===== config.mk =====
export PLATFORM = sky130hd
export DESIGN_NAME = varclk_sequencer_flat
export DESIGN_NICKNAME = d
export VERILOG_FILES = /design/src/rtl/varclk_sequencer_if.sv /design/src/rtl/varclk_sequencer.sv /design/src/flat_wrapper.sv
export SDC_FILE = /design/constraint.sdc
export NUM_CORES = 1
export LEC_CHECK = 0
export CAP_MARGIN = 15
export CORE_UTILIZATION = 45
export CTS_BUF_LIST = sky130_fd_sc_hd__clkbuf_4 sky130_fd_sc_hd__clkbuf_8 sky130_fd_sc_hd__clkbuf_16
export CTS_CLUSTER_DIAMETER = 30
export DETAILED_ROUTE_END_ITERATION = 16
export PLACE_DENSITY = 0.61
export SLEW_MARGIN = 20
export SYNTH_ARGS = -nofsm -noshare
export SYNTH_HDL_FRONTEND = slang
export SYNTH_SLANG_ARGS = --single-unit

===== constraint.sdc =====
create_clock -name refclk -period 10.3 [get_ports refclk]
set_input_delay 2.575 -clock refclk [delete_from_list [all_inputs] [get_ports refclk]]
set_output_delay 2.575 -clock refclk [all_outputs]
set_load 0.005 [all_outputs]

===== src/rtl/varclk_sequencer_if.sv =====
// Segment stream between the host-loaded segment FIFO and the sequencer.
interface varclk_sequencer_if #(
  parameter int unsigned CNT_W = 48,
  parameter int unsigned REP_W = 32,
  parameter int unsigned NCH   = 4
) ();
  logic [CNT_W-1:0] seg_on;
  logic [CNT_W-1:0] seg_off;
  logic [REP_W-1:0] seg_rep;
  logic [NCH-1:0]   seg_mask;
  logic             seg_valid;
  logic             seg_ready;

  modport master (
    output seg_on, seg_off, seg_rep, seg_mask, seg_valid,
    input  seg_ready
  );

  modport slave (
    input  seg_on, seg_off, seg_rep, seg_mask, seg_valid,
    output seg_ready
  );
endinterface


===== src/rtl/varclk_sequencer.sv =====
// Multi-channel gated sample-clock sequencer fed by a stream of clock segments.
module varclk_sequencer #(
  parameter int unsigned CNT_W  = 48,
  parameter int unsigned REP_W  = 32,
  parameter int unsigned NCH    = 4,
  parameter int unsigned STAT_W = 32
) (
  input  logic              refclk,
  input  logic              rst_n,
  input  logic              start,
  input  logic              abort,
  varclk_sequencer_if.slave seg,
  input  logic              retrig_in,
  input  logic              toggle_in,
  output logic [NCH-1:0]    clk_out,
  output logic              toggle_out,
  output logic              busy,
  output logic              done,
  output logic [STAT_W-1:0] tick_count,
  output logic [STAT_W-1:0] edge_count,
  output logic [STAT_W-1:0] mistrig_idx,
  output logic [15:0]       timeout_count
);

  localparam logic [1:0] S_IDLE = 2'd0;
  localparam logic [1:0] S_GEN  = 2'd1;
  localparam logic [1:0] S_WAIT = 2'd2;

  logic [1:0]        r_state,   w_state_n;
  logic [CNT_W-1:0]  r_phase,   w_phase_n;
  logic [REP_W-1:0]  r_rep_cnt, w_rep_cnt_n;
  logic [CNT_W-1:0]  r_wait_cnt, w_wait_cnt_n;
  logic [CNT_W-1:0]  r_on,  w_on_n;
  logic [CNT_W-1:0]  r_off, w_off_n;
  logic [REP_W-1:0]  r_rep, w_rep_n;
  logic [NCH-1:0]    r_mask, w_mask_n;
  logic [NCH-1:0]    r_clk_out, w_clk_out_n;
  logic              r_toggle, w_toggle_n;
  logic              r_busy, w_busy_n;
  logic              r_done, w_done_n;
  logic [STAT_W-1:0] r_tick, w_tick_n;
  logic [STAT_W-1:0] r_edge, w_edge_n;
  logic [STAT_W-1:0] r_mistrig, w_mistrig_n;
  logic [15:0]       r_tmo, w_tmo_n;

  logic [CNT_W-1:0]  w_last_phase;
  logic              w_period_end, w_gen_end, w_timeout, w_wait_exit;
  logic              w_ready, w_take, w_first, w_load, w_rise;
  logic [STAT_W-1:0] w_edge_base, w_mistrig_base;

  // Period boundaries and segment-end / wait-exit detection.
  always_comb begin
    w_last_phase = r_on + ((r_off == '0) ? '0 : (r_off - CNT_W'(1)));
    w_period_end = (r_phase == w_last_phase);
    w_gen_end    = (r_state == S_GEN) && w_period_end &&
                   (r_rep_cnt == (r_rep - REP_W'(1)));
    w_timeout    = (r_on != '0) && (r_wait_cnt == r_on);
    w_wait_exit  = (r_state == S_WAIT) && (retrig_in || w_timeout);
  end

  // Segment handshake: accept on start in IDLE or at the end of the current segment.
  always_comb begin
    w_ready = 1'b0;
    if (r_state == S_IDLE) begin
      w_ready = start & seg.seg_valid & ~abort;
    end else if (w_gen_end || w_wait_exit) begin
      w_ready = seg.seg_valid & ~abort;
    end
  end

  assign seg.seg_ready  = w_ready;
  assign w_take         = w_ready & seg.seg_valid;
  assign w_first        = (r_state == S_IDLE) && w_take;
  assign w_edge_base    = w_first ? '0 : r_edge;
  assign w_mistrig_base = w_first ? '0 : r_mistrig;

  // Next-state and registered-output computation.
  always_comb begin
    w_state_n    = r_state;
    w_phase_n    = r_phase;
    w_rep_cnt_n  = r_rep_cnt;
    w_wait_cnt_n = r_wait_cnt;
    w_on_n       = r_on;
    w_off_n      = r_off;
    w_rep_n      = r_rep;
    w_mask_n     = r_mask;
    w_toggle_n   = r_toggle;
    w_done_n     = 1'b0;
    w_tick_n     = w_first ? '0 : r_tick;
    w_edge_n     = w_edge_base;
    w_mistrig_n  = w_mistrig_base;
    w_tmo_n      = w_first ? '0 : r_tmo;
    w_load       = 1'b0;
    w_rise       = 1'b0;

    case (r_state)
      S_IDLE: begin
        if (w_take) w_load = 1'b1;
      end
      S_GEN: begin
        w_tick_n = r_tick + STAT_W'(1);
        if (abort) begin
          w_state_n = S_IDLE;
          w_done_n  = 1'b1;
        end else if (w_gen_end) begin
          if (w_take) begin
            w_load = 1'b1;
          end else begin
            w_state_n = S_IDLE;
            w_done_n  = 1'b1;
          end
        end else if (w_period_end) begin
          w_phase_n   = '0;
          w_rep_cnt_n = r_rep_cnt + REP_W'(1);
        end else begin
          w_phase_n = r_phase + CNT_W'(1);
        end
      end
      S_WAIT: begin
        if (abort) begin
          w_state_n = S_IDLE;
          w_done_n  = 1'b1;
        end else if (w_wait_exit) begin
          if (w_timeout && !retrig_in && (r_tmo != 16'hFFFF)) begin
            w_tmo_n = r_tmo + 16'd1;
          end
          if (w_take) begin
            w_load = 1'b1;
          end else begin
            w_state_n = S_IDLE;
            w_done_n  = 1'b1;
          end
        end else begin
          w_wait_cnt_n = r_wait_cnt + CNT_W'(1);
        end
      end
      default: w_state_n = S_IDLE;
    endcase

    if (w_load) begin
      w_state_n    = (seg.seg_rep != '0) ? S_GEN : S_WAIT;
      w_phase_n    = '0;
      w_rep_cnt_n  = '0;
      w_wait_cnt_n = '0;
      w_on_n       = seg.seg_on;
      w_off_n      = seg.seg_off;
      w_rep_n      = seg.seg_rep;
      w_mask_n     = seg.seg_mask;
    end

    // Phase 0 of a period with a non-zero high time is a generated rising edge.
    w_rise = (w_state_n == S_GEN) && (w_phase_n == '0) && (w_on_n != '0);
    if (w_rise) begin
      w_edge_n   = w_edge_base + STAT_W'(1);
      w_toggle_n = ~r_toggle;
      if ((r_toggle != toggle_in) && (w_mistrig_base == '0)) begin
        w_mistrig_n = w_edge_base + STAT_W'(1);
      end
    end

    w_clk_out_n = ((w_state_n == S_GEN) && (w_phase_n < w_on_n)) ? w_mask_n : '0;
    w_busy_n    = (w_state_n != S_IDLE);
  end

  // State and output registers.
  always_ff @(posedge refclk or negedge rst_n) begin
    if (!rst_n) begin
      r_state    <= S_IDLE;
      r_phase    <= '0;
      r_rep_cnt  <= '0;
      r_wait_cnt <= '0;
      r_on       <= '0;
      r_off      <= '0;
      r_rep      <= '0;
      r_mask     <= '0;
      r_clk_out  <= '0;
      r_toggle   <= 1'b0;
      r_busy     <= 1'b0;
      r_done     <= 1'b0;
      r_tick     <= '0;
      r_edge     <= '0;
      r_mistrig  <= '0;
      r_tmo      <= '0;
    end else begin
      r_state    <= w_state_n;
      r_phase    <= w_phase_n;
      r_rep_cnt  <= w_rep_cnt_n;
      r_wait_cnt <= w_wait_cnt_n;
      r_on       <= w_on_n;
      r_off      <= w_off_n;
      r_rep      <= w_rep_n;
      r_mask     <= w_mask_n;
      r_clk_out  <= w_clk_out_n;
      r_toggle   <= w_toggle_n;
      r_busy     <= w_busy_n;
      r_done     <= w_done_n;
      r_tick     <= w_tick_n;
      r_edge     <= w_edge_n;
      r_mistrig  <= w_mistrig_n;
      r_tmo      <= w_tmo_n;
    end
  end

  assign clk_out       = r_clk_out;
  assign toggle_out    = r_toggle;
  assign busy          = r_busy;
  assign done          = r_done;
  assign tick_count    = r_tick;
  assign edge_count    = r_edge;
  assign mistrig_idx   = r_mistrig;
  assign timeout_count = r_tmo;

endmodule

===== src/flat_wrapper.sv =====
// flat-port wrapper written by rule: the top's interface ports become plain ports
module varclk_sequencer_flat 
#(
  parameter int unsigned CNT_W  = 48,
  parameter int unsigned REP_W  = 32,
  parameter int unsigned NCH    = 4,
  parameter int unsigned STAT_W = 32
)
  (refclk, rst_n, start, abort, retrig_in, toggle_in, clk_out, toggle_out, busy, done, tick_count, edge_count, mistrig_idx, timeout_count, seg_seg_on, seg_seg_off, seg_seg_rep, seg_seg_mask, seg_seg_valid, seg_seg_ready);
  varclk_sequencer_if #(.CNT_W(CNT_W), .REP_W(REP_W), .NCH(NCH)) seg_i ();
  input  logic refclk;
  input  logic rst_n;
  input  logic start;
  input  logic abort;
  input  logic retrig_in;
  input  logic toggle_in;
  output logic [NCH-1:0] clk_out;
  output logic toggle_out;
  output logic busy;
  output logic done;
  output logic [STAT_W-1:0] tick_count;
  output logic [STAT_W-1:0] edge_count;
  output logic [STAT_W-1:0] mistrig_idx;
  output logic [15:0] timeout_count;
  input wire logic [$bits(seg_i.seg_on)-1:0] seg_seg_on;
  input wire logic [$bits(seg_i.seg_off)-1:0] seg_seg_off;
  input wire logic [$bits(seg_i.seg_rep)-1:0] seg_seg_rep;
  input wire logic [$bits(seg_i.seg_mask)-1:0] seg_seg_mask;
  input wire logic [$bits(seg_i.seg_valid)-1:0] seg_seg_valid;
  output wire logic [$bits(seg_i.seg_ready)-1:0] seg_seg_ready;
  assign seg_i.seg_on = seg_seg_on;
  assign seg_i.seg_off = seg_seg_off;
  assign seg_i.seg_rep = seg_seg_rep;
  assign seg_i.seg_mask = seg_seg_mask;
  assign seg_i.seg_valid = seg_seg_valid;
  assign seg_seg_ready = seg_i.seg_ready;
  varclk_sequencer #(.CNT_W(CNT_W), .REP_W(REP_W), .NCH(NCH), .STAT_W(STAT_W)) u_core (.refclk(refclk), .rst_n(rst_n), .start(start), .abort(abort), .seg(seg_i), .retrig_in(retrig_in), .toggle_in(toggle_in), .clk_out(clk_out), .toggle_out(toggle_out), .busy(busy), .done(done), .tick_count(tick_count), .edge_count(edge_count), .mistrig_idx(mistrig_idx), .timeout_count(timeout_count));
endmodule

Word-level counts from Yosys, hierarchy flattened. Index checks and enable logic that the tools add are counted. Widths: inputs -> output; s select.

Bitwise gates (word level): 6. Equal/unequal tests: 11. Magnitude comparators: 1. Muxes and demuxes: 52. Add/subtract/negate cells: 9. Reductions and logical operators: 28.

Operator list (number): $mux 48 (11); $mux 32 (12); $add 32x1->32 const B (3); $add 48x1->48 const B (2); $eq 48x48->1 (2); $logic_not 48->1 (2); $reduce_bool 48->1 (2); $mux 16 (5); $add 48x48->48 (1); $lt 48x48->1 (1); $sub 48x1->48 const B (1); $eq 32x32->1 (1); $logic_not 32->1 (1); $reduce_bool 32->1 (1); $sub 32x1->32 const B (1); $add 16x1->16 const B (1); $ne 16x16->1 const B (1); $mux 2 (7); $mux 1 (12); $logic_and 1x1->1 (11); $reduce_bool 2->1 (5); $mux 4 (2); $pmux 2 s3 (1); $and 1x1->1 (4); other kinds (13) (17).

Flip-flop bits (word level): 381. Word-level logic and storage cells: 123. Input port bits: 139. Output and inout bits: 120.

Logic depth before layout (Yosys ltp).
Word-level depth: 19. Gate-level depth with buffers: 43. Gate-level depth less buffers: 39.

Least setup slack after synthesis. Ideal clock, no wire load.

Kind: reg-to-reg. Start: register u_core.r_off[2]. End: register u_core.r_clk_out[0], in the netlist u_core.clk_out[0]. Setup slack: 1.079 ns. Setup time: 0.073 ns. Data arrival time: 9.148 ns. Required time: 10.227 ns. Cell stages (with the launch flop): 42. Period minus slack after synthesis: 9.221 ns. Path buffers: 4. Cells stage by stage: dfrtp_1 -> or4_1 -> nor3_1 -> nand2_1 -> nor2_1 -> nand2_1 -> or3_1 -> or2_2 -> clkbuf_1 -> or4_1 -> nor4_1 -> xnor2_1 -> nor2_1 -> ha_1 -> clkbuf_1 -> nand2_1 -> nor3_1 -> o21ai_0 -> (+6 left out) -> o21ai_1 -> clkbuf_1 -> clkbuf_1 -> mux2i_1 -> ha_1 -> a21oi_1 -> nor2b_1 -> o21ai_0 -> nand2b_1 -> a21oi_1 -> nor2b_1 -> o21ai_0 -> nand2b_1 -> a21oi_1 -> nor3_1 -> or3_1 -> a221o_1 -> nor2b_1.

Word-level cells in the longest chain between the ends: 18. Elaborated cells between the ends (all ways): 35. Those cells by class: add/sub: 2; order compare: 1; eq/ne: 2; mux: 24; bitwise: 1; reduce/logical: 5.

RTL lines: from (decl) (line varclk_sequencer.sv:34) `logic [CNT_W-1:0] r_off, w_off_n;`; from (signal assigned) (line varclk_sequencer.sv:190) `r_off <= w_off_n;`; $sub 48x1->48 / $logic_not 48->1 (equally long branches) (line varclk_sequencer.sv:53) `w_last_phase = r_on + ((r_off == '0) ? '0 : (r_off - CNT_W'(1)));`; $mux 48 (*) (line varclk_sequencer.sv:53); $add 48x48->48 (*) (line varclk_sequencer.sv:53); $eq 48x48->1 (*) (line varclk_sequencer.sv:54) `w_period_end = (r_phase == w_last_phase);`; $logic_and 1x1->1 (2 in series) (line varclk_sequencer.sv:55) `w_gen_end = (r_state == S_GEN) && w_period_end &&`; $logic_or 1x1->1 (line varclk_sequencer.sv:66) `end else if (w_gen_end || w_wait_exit) begin`; $mux 1 (line varclk_sequencer.sv:66); $mux 1 (line varclk_sequencer.sv:64) `if (r_state == S_IDLE) begin`; (+2 left out); $mux 1, or another cell as far along (line varclk_sequencer.sv:123) `end else if (w_wait_exit) begin`; $mux 1, or another cell as far along (line varclk_sequencer.sv:120) `if (abort) begin`; $pmux 1 s3 / $pmux 2 s3 (equally long branches) (line varclk_sequencer.sv:96) `case (r_state)`; $mux 48 / $mux 2 (equally long branches) (line varclk_sequencer.sv:140) `if (w_load) begin`; $lt 48x48->1 / $eq 2x1->1 (equally long branches) (line varclk_sequencer.sv:161) `w_clk_out_n = ((w_state_n == S_GEN) && (w_phase_n < w_on_n)) ? w_mask_n : '0;`; $logic_and 1x1->1 (line varclk_sequencer.sv:161); $mux 4 (*) (line varclk_sequencer.sv:161); named net u_core.w_clk_out_n[0] (line varclk_sequencer.sv:37) `logic [NCH-1:0] r_clk_out, w_clk_out_n;`; to (signal assigned) (line varclk_sequencer.sv:193) `r_clk_out <= w_clk_out_n;`; to (decl) (line varclk_sequencer.sv:37).

Mark *: on every way through the listed nets, which the timed path passes. The rest lies on a longest branch. A chain may end at the register's enable or synchronous reset.

Worst setup path in the final report.
Start: register u_core.r_off[8]. End: output port seg_seg_ready.

Word-level cells in the longest chain between the ends: 9. Elaborated cells between the ends (all ways): 10. Those cells by class: add/sub: 2; eq/ne: 1; mux: 3; reduce/logical: 4.

RTL lines: $sub 48x1->48 / $logic_not 48->1 (equally long branches) (line varclk_sequencer.sv:53); $mux 48 (*) (line varclk_sequencer.sv:53); $add 48x48->48 (*) (line varclk_sequencer.sv:53); $eq 48x48->1 (*) (line varclk_sequencer.sv:54); $logic_and 1x1->1 (*) (2 in series) (line varclk_sequencer.sv:55); $logic_or 1x1->1 (*) (line varclk_sequencer.sv:66); $mux 1 (*) (line varclk_sequencer.sv:66); $mux 1 (*) (line varclk_sequencer.sv:64); to (decl) (line flat_wrapper.sv:30) `output wire logic [$bits(seg_i.seg_ready)-1:0] seg_seg_ready;`.

Every way passes the cells marked *; elsewhere a longest branch is shown, timed or not.

==> summary by stage <==
Timing
The worst hold-check slack is 0.472 ns. The pin slew with the least headroom to its limit is 0.955 ns. The final cycle utilization of the critical path is 97.8%. The final count of hold timing violations is 0.

The total count of max-transition violations in the final report came to 0. Counting I/O delays and the setup requirement, the final critical path takes 10.08 ns. Setup repair after global routing left no endpoint under its margin.

Headroom to the max-slew limit came out at 36.4%. Across the routed clock network, the largest skew measured is 0.0532 ns. The final setup violation count is 0. Setup slack closes at 0.224 ns.

The maximum achievable frequency is 0.0992 GHz. Summed over all failing endpoints, the final setup total negative slack is 0 ns.

Floorplan
The floorplan has 89 rows. The area of the placeable core is 0.0595 mm². The die area is 0.0617 mm². The height of the die is 248 µm. Pin placement for this block handled 259 I/O pins. For this configuration, the core starts out at a cell density of 45.9%. The horizontal die dimension is 248 µm.

Drt
The number of antenna-violating nets in the routed design is 0. Across all layers, the routed design uses 27,800 vias. The detailed-route wire length is 111 mm.

In the final routed layout, each cell accounts on average for 24.7 µm. The detailed router finished its first iteration with 2,588 violations. For this run, design rule violations remaining after detail routing come to 0. The number of detailed-route iterations in the first pass is 6.

Using the TritonRoute via totals, the vias-per-cell ratio works out to 6.20.

Layout
In the final layout, flip-flops and latches occupy 0.00953 mm². The area taken by multi-input logic gates is 0.0171 mm². The share of post-route cells with drive strength above 1 is 9.65%. Leaving out fill and tap cells, the most frequent cells in the layout are nand2_1, dfrtp_1, nor2_1, clkdlybuf4s50_1, xnor2_1. The commonest non-fill, non-tap cell in the layout is nand2_1.

The count of non-filler cells in the finished layout is 4,483. The number of antenna diodes in the final layout is 0. From synthesis to final layout, the design area changed by 26.6%. The filler cell count in the final layout is 5,336.

The post-layout net count is 3,877. The post-route cell area is 0.0346 mm². At the end of the flow the core is filled with cells to 58.2%.

Synth
The count of flip-flops with a built-in enable after synthesis is 0. The average instance in the mapped netlist occupies 8.13 µm². The biggest area consumer among synthesized cells is dfrtp_1. The sequential element share of the synthesized area is 34.9%.

The most instantiated flip-flop cell in the synthesis netlist is dfrtp_1. The register bit count reported by yosys is 381. After synthesis, the cell types taking the most area are dfrtp_1, nand2_1, xnor2_1, nor2_1, ha_1.

The number of different library cells used by synthesis comes to 93. In the synthesized netlist the async set-or-reset flop fraction comes to 100%. The post-synthesis net count is 3,605. The synthesized netlist occupies a cell area of 0.0273 mm². During synthesis, Yosys emitted a total of 0 warnings.

The cell count after synthesis is 3,358. The area share of the leading cell type in the synthesized netlist is 34.9%.

Global route
The wire length of the first global-routing pass is 166 mm. The via count of the first global-routing pass is 27,100. The initial antenna violation count is 0. The maximum number of pins on one net before global-route repair is 113. The overall routing resource usage is 35.8%. The global route total overflow is 0.

Critical path
The critical path runs through a total of 22 cells. At the worst endpoint, the required time is 7.73 ns. The slowest library cell on the worst path is or4b_2. In this design, the largest share of critical-path delay is due to simple AND/OR/NAND/NOR gates. The buffers plus inverters on the worst setup path is 3. By startpoint and endpoint, the worst setup path is classified as reg2out. In this design, the stage delay of the slowest critical-path cell is 0.66 ns.

The critical path goes through or4_1 > or3_4 > nor4_1 > buf_4 > nand2_1 > or3_4 > nor3_1 > xnor2_1 > nor2_1 > ha_2 > nand2_1 > o21ai_0 > a211oi_1 > nand3_1 > nor2_1 > or4_1 > or4b_2 > nor3_2 > and3_2 > a21oi_1 > inv_1 > clkdlybuf4s50_1. The worst register-to-register path has a depth of 37. The endpoint arrival time on the critical path is 7.50 ns. The worst setup path is captured at an output pin. The critical path startpoint category is a flip-flop.

The biggest fanout along the worst timing path is 7.

CTS
The clock reaches the later pin of the worst-skew pair after 0.66 ns. For this design, the CTS-stage hold fixing added 0 buffers. After clock tree synthesis, the clock-pin slew on the worst setup and hold paths is 0.04 ns. CTS placed an instance of clkbuf_16 at the clock tree root. TritonCTS built the clock tree. The count of H-tree levels built during CTS is 3. The clock passes through at most 3 buffers.

The clock sink count is 381. The CTS buffer count is 93.

Placement
The post-place instance area is 0.0309 mm². At the placement stage, the worst setup path has a slack of 0.352 ns. The HPWL after detailed placement is 86.4 mm. The congestion estimate from routability-driven global placement came to 1.01.

The instance count after placement with tap cells included is 4,304. The number of buffers added on ports is 258.

Power and ir drop
In this run the power density over the cells is 326 mW/mm². The total chip power is 11.3 mW. Across the VDD grid, the largest voltage drop is 0.182 mV. The static leakage power is 14.7 nW.

Hold path
The number of cells on the worst hold path is 2. The worst hold path class is reg2reg.

Status
The flow ran to the end, and the final reports show no timing, DRC or antenna violations.

Job
The number of violations of the max-capacitance limit is 0.
registers in the layout (all words and copies together), names as in the netlist, 16 cells and up:
signal	cells
u_core.r_off	48
u_core.r_wait_cnt	48
u_core.tick_count	32
u_core.mistrig_idx	32
u_core.r_rep_cnt	32
u_core.edge_count	32
u_core.r_on	48
u_core.r_phase	48
u_core.timeout_count	16
u_core.r_rep	32
cells in the mapped netlist, types with 45 or more instances:
cell and instances:
and3_1 76, clkbuf_1 131, nand2_1 532, nor2_1 359, nand3_1 129, xnor2_1 206
nor3_1 81, mux2i_1 64, nor4_1 91, ha_1 107, dfrtp_1 381, a21oi_1 143
nand4_1 113, o21ai_0 156, xor2_1 140, inv_1 85, o31ai_1 45
layer usage:
| layer | GRT usage, % | wire length [µm] | vias up |
|---|---|---|---|
| li1 | - | - | 12500 |
| met4 | 14.9 | 4900 | 0 |
| met1 | 48.6 | 47600 | 13700 |
| met2 | 56.1 | 50100 | 1235 |
| met3 | 6.45 | 8230 | 281 |
| met5 | 0 | 0 | - |
where the power goes:
part | switching (mW) | total [mW] | internal (mW)
Sequential | 0.763 | 2.60 | 1.84
Combinational | 3.48 | 5.50 | 2.02
Clock | 1.01 | 3.17 | 2.16
logic make-up (layout without fill, tap and decap cells):
group           Yosys count  after routing  share of synthesized area, %
simple gates           1616           1616                          28.7
mux                      74             74                          2.76
xor+xnor                347            347                          11.2
fa+ha+maj               108            108                          4.98
buf+inv                 246            598                          3.67
flops                   381            381                          34.9
compound gates          586            586                          13.8
worst register-to-register path, delay by kind of cell, from the launching register on:
kind	cells	cell delay [ns]
AND/OR/NAND/NOR	22	5.22
AO/OA/AOI/OAI	8	1.93
flip-flops	1	0.43
XOR/XNOR	2	0.74
adder cells (fa/ha/maj)	2	0.64
buffers and inverters	2	0.53
multiplexers	1	0.14
what timing repair did:
action / CTS / global route
pin swaps: 0 / 6
endpoints found under the hold margin: 0 / 0
resized for setup: 19 / 33
endpoints found under the setup margin: 1 / 3
setup buffers: 0 / 4
worst paths after layout:
kind	slack (ns)	endpoint	from
min reg2reg	0.47	u_core.r_mask[3]	u_core.r_mask[3]
max	0.22	seg_seg_ready	u_core.r_off[8]
max reg2reg	0.64	u_core.clk_out[3]	u_core.r_off[8]
min	0.47	u_core.r_mask[3]	u_core.r_mask[3]
min in group asynchronous	1.99	u_core.r_off[47]	rst_n
max in group asynchronous	6.24	u_core.tick_count[30]	rst_n
cell type report:
type	instances	area share [%]
timing repair buffer	338	9.36
clock inverter	60	2.50
multi-input combinational	2731	49.3
sequential	381	27.6
inverter	85	0.923
clock buffer	115	7.53
tap	773	2.80
(Power assumes the default switching activity.)
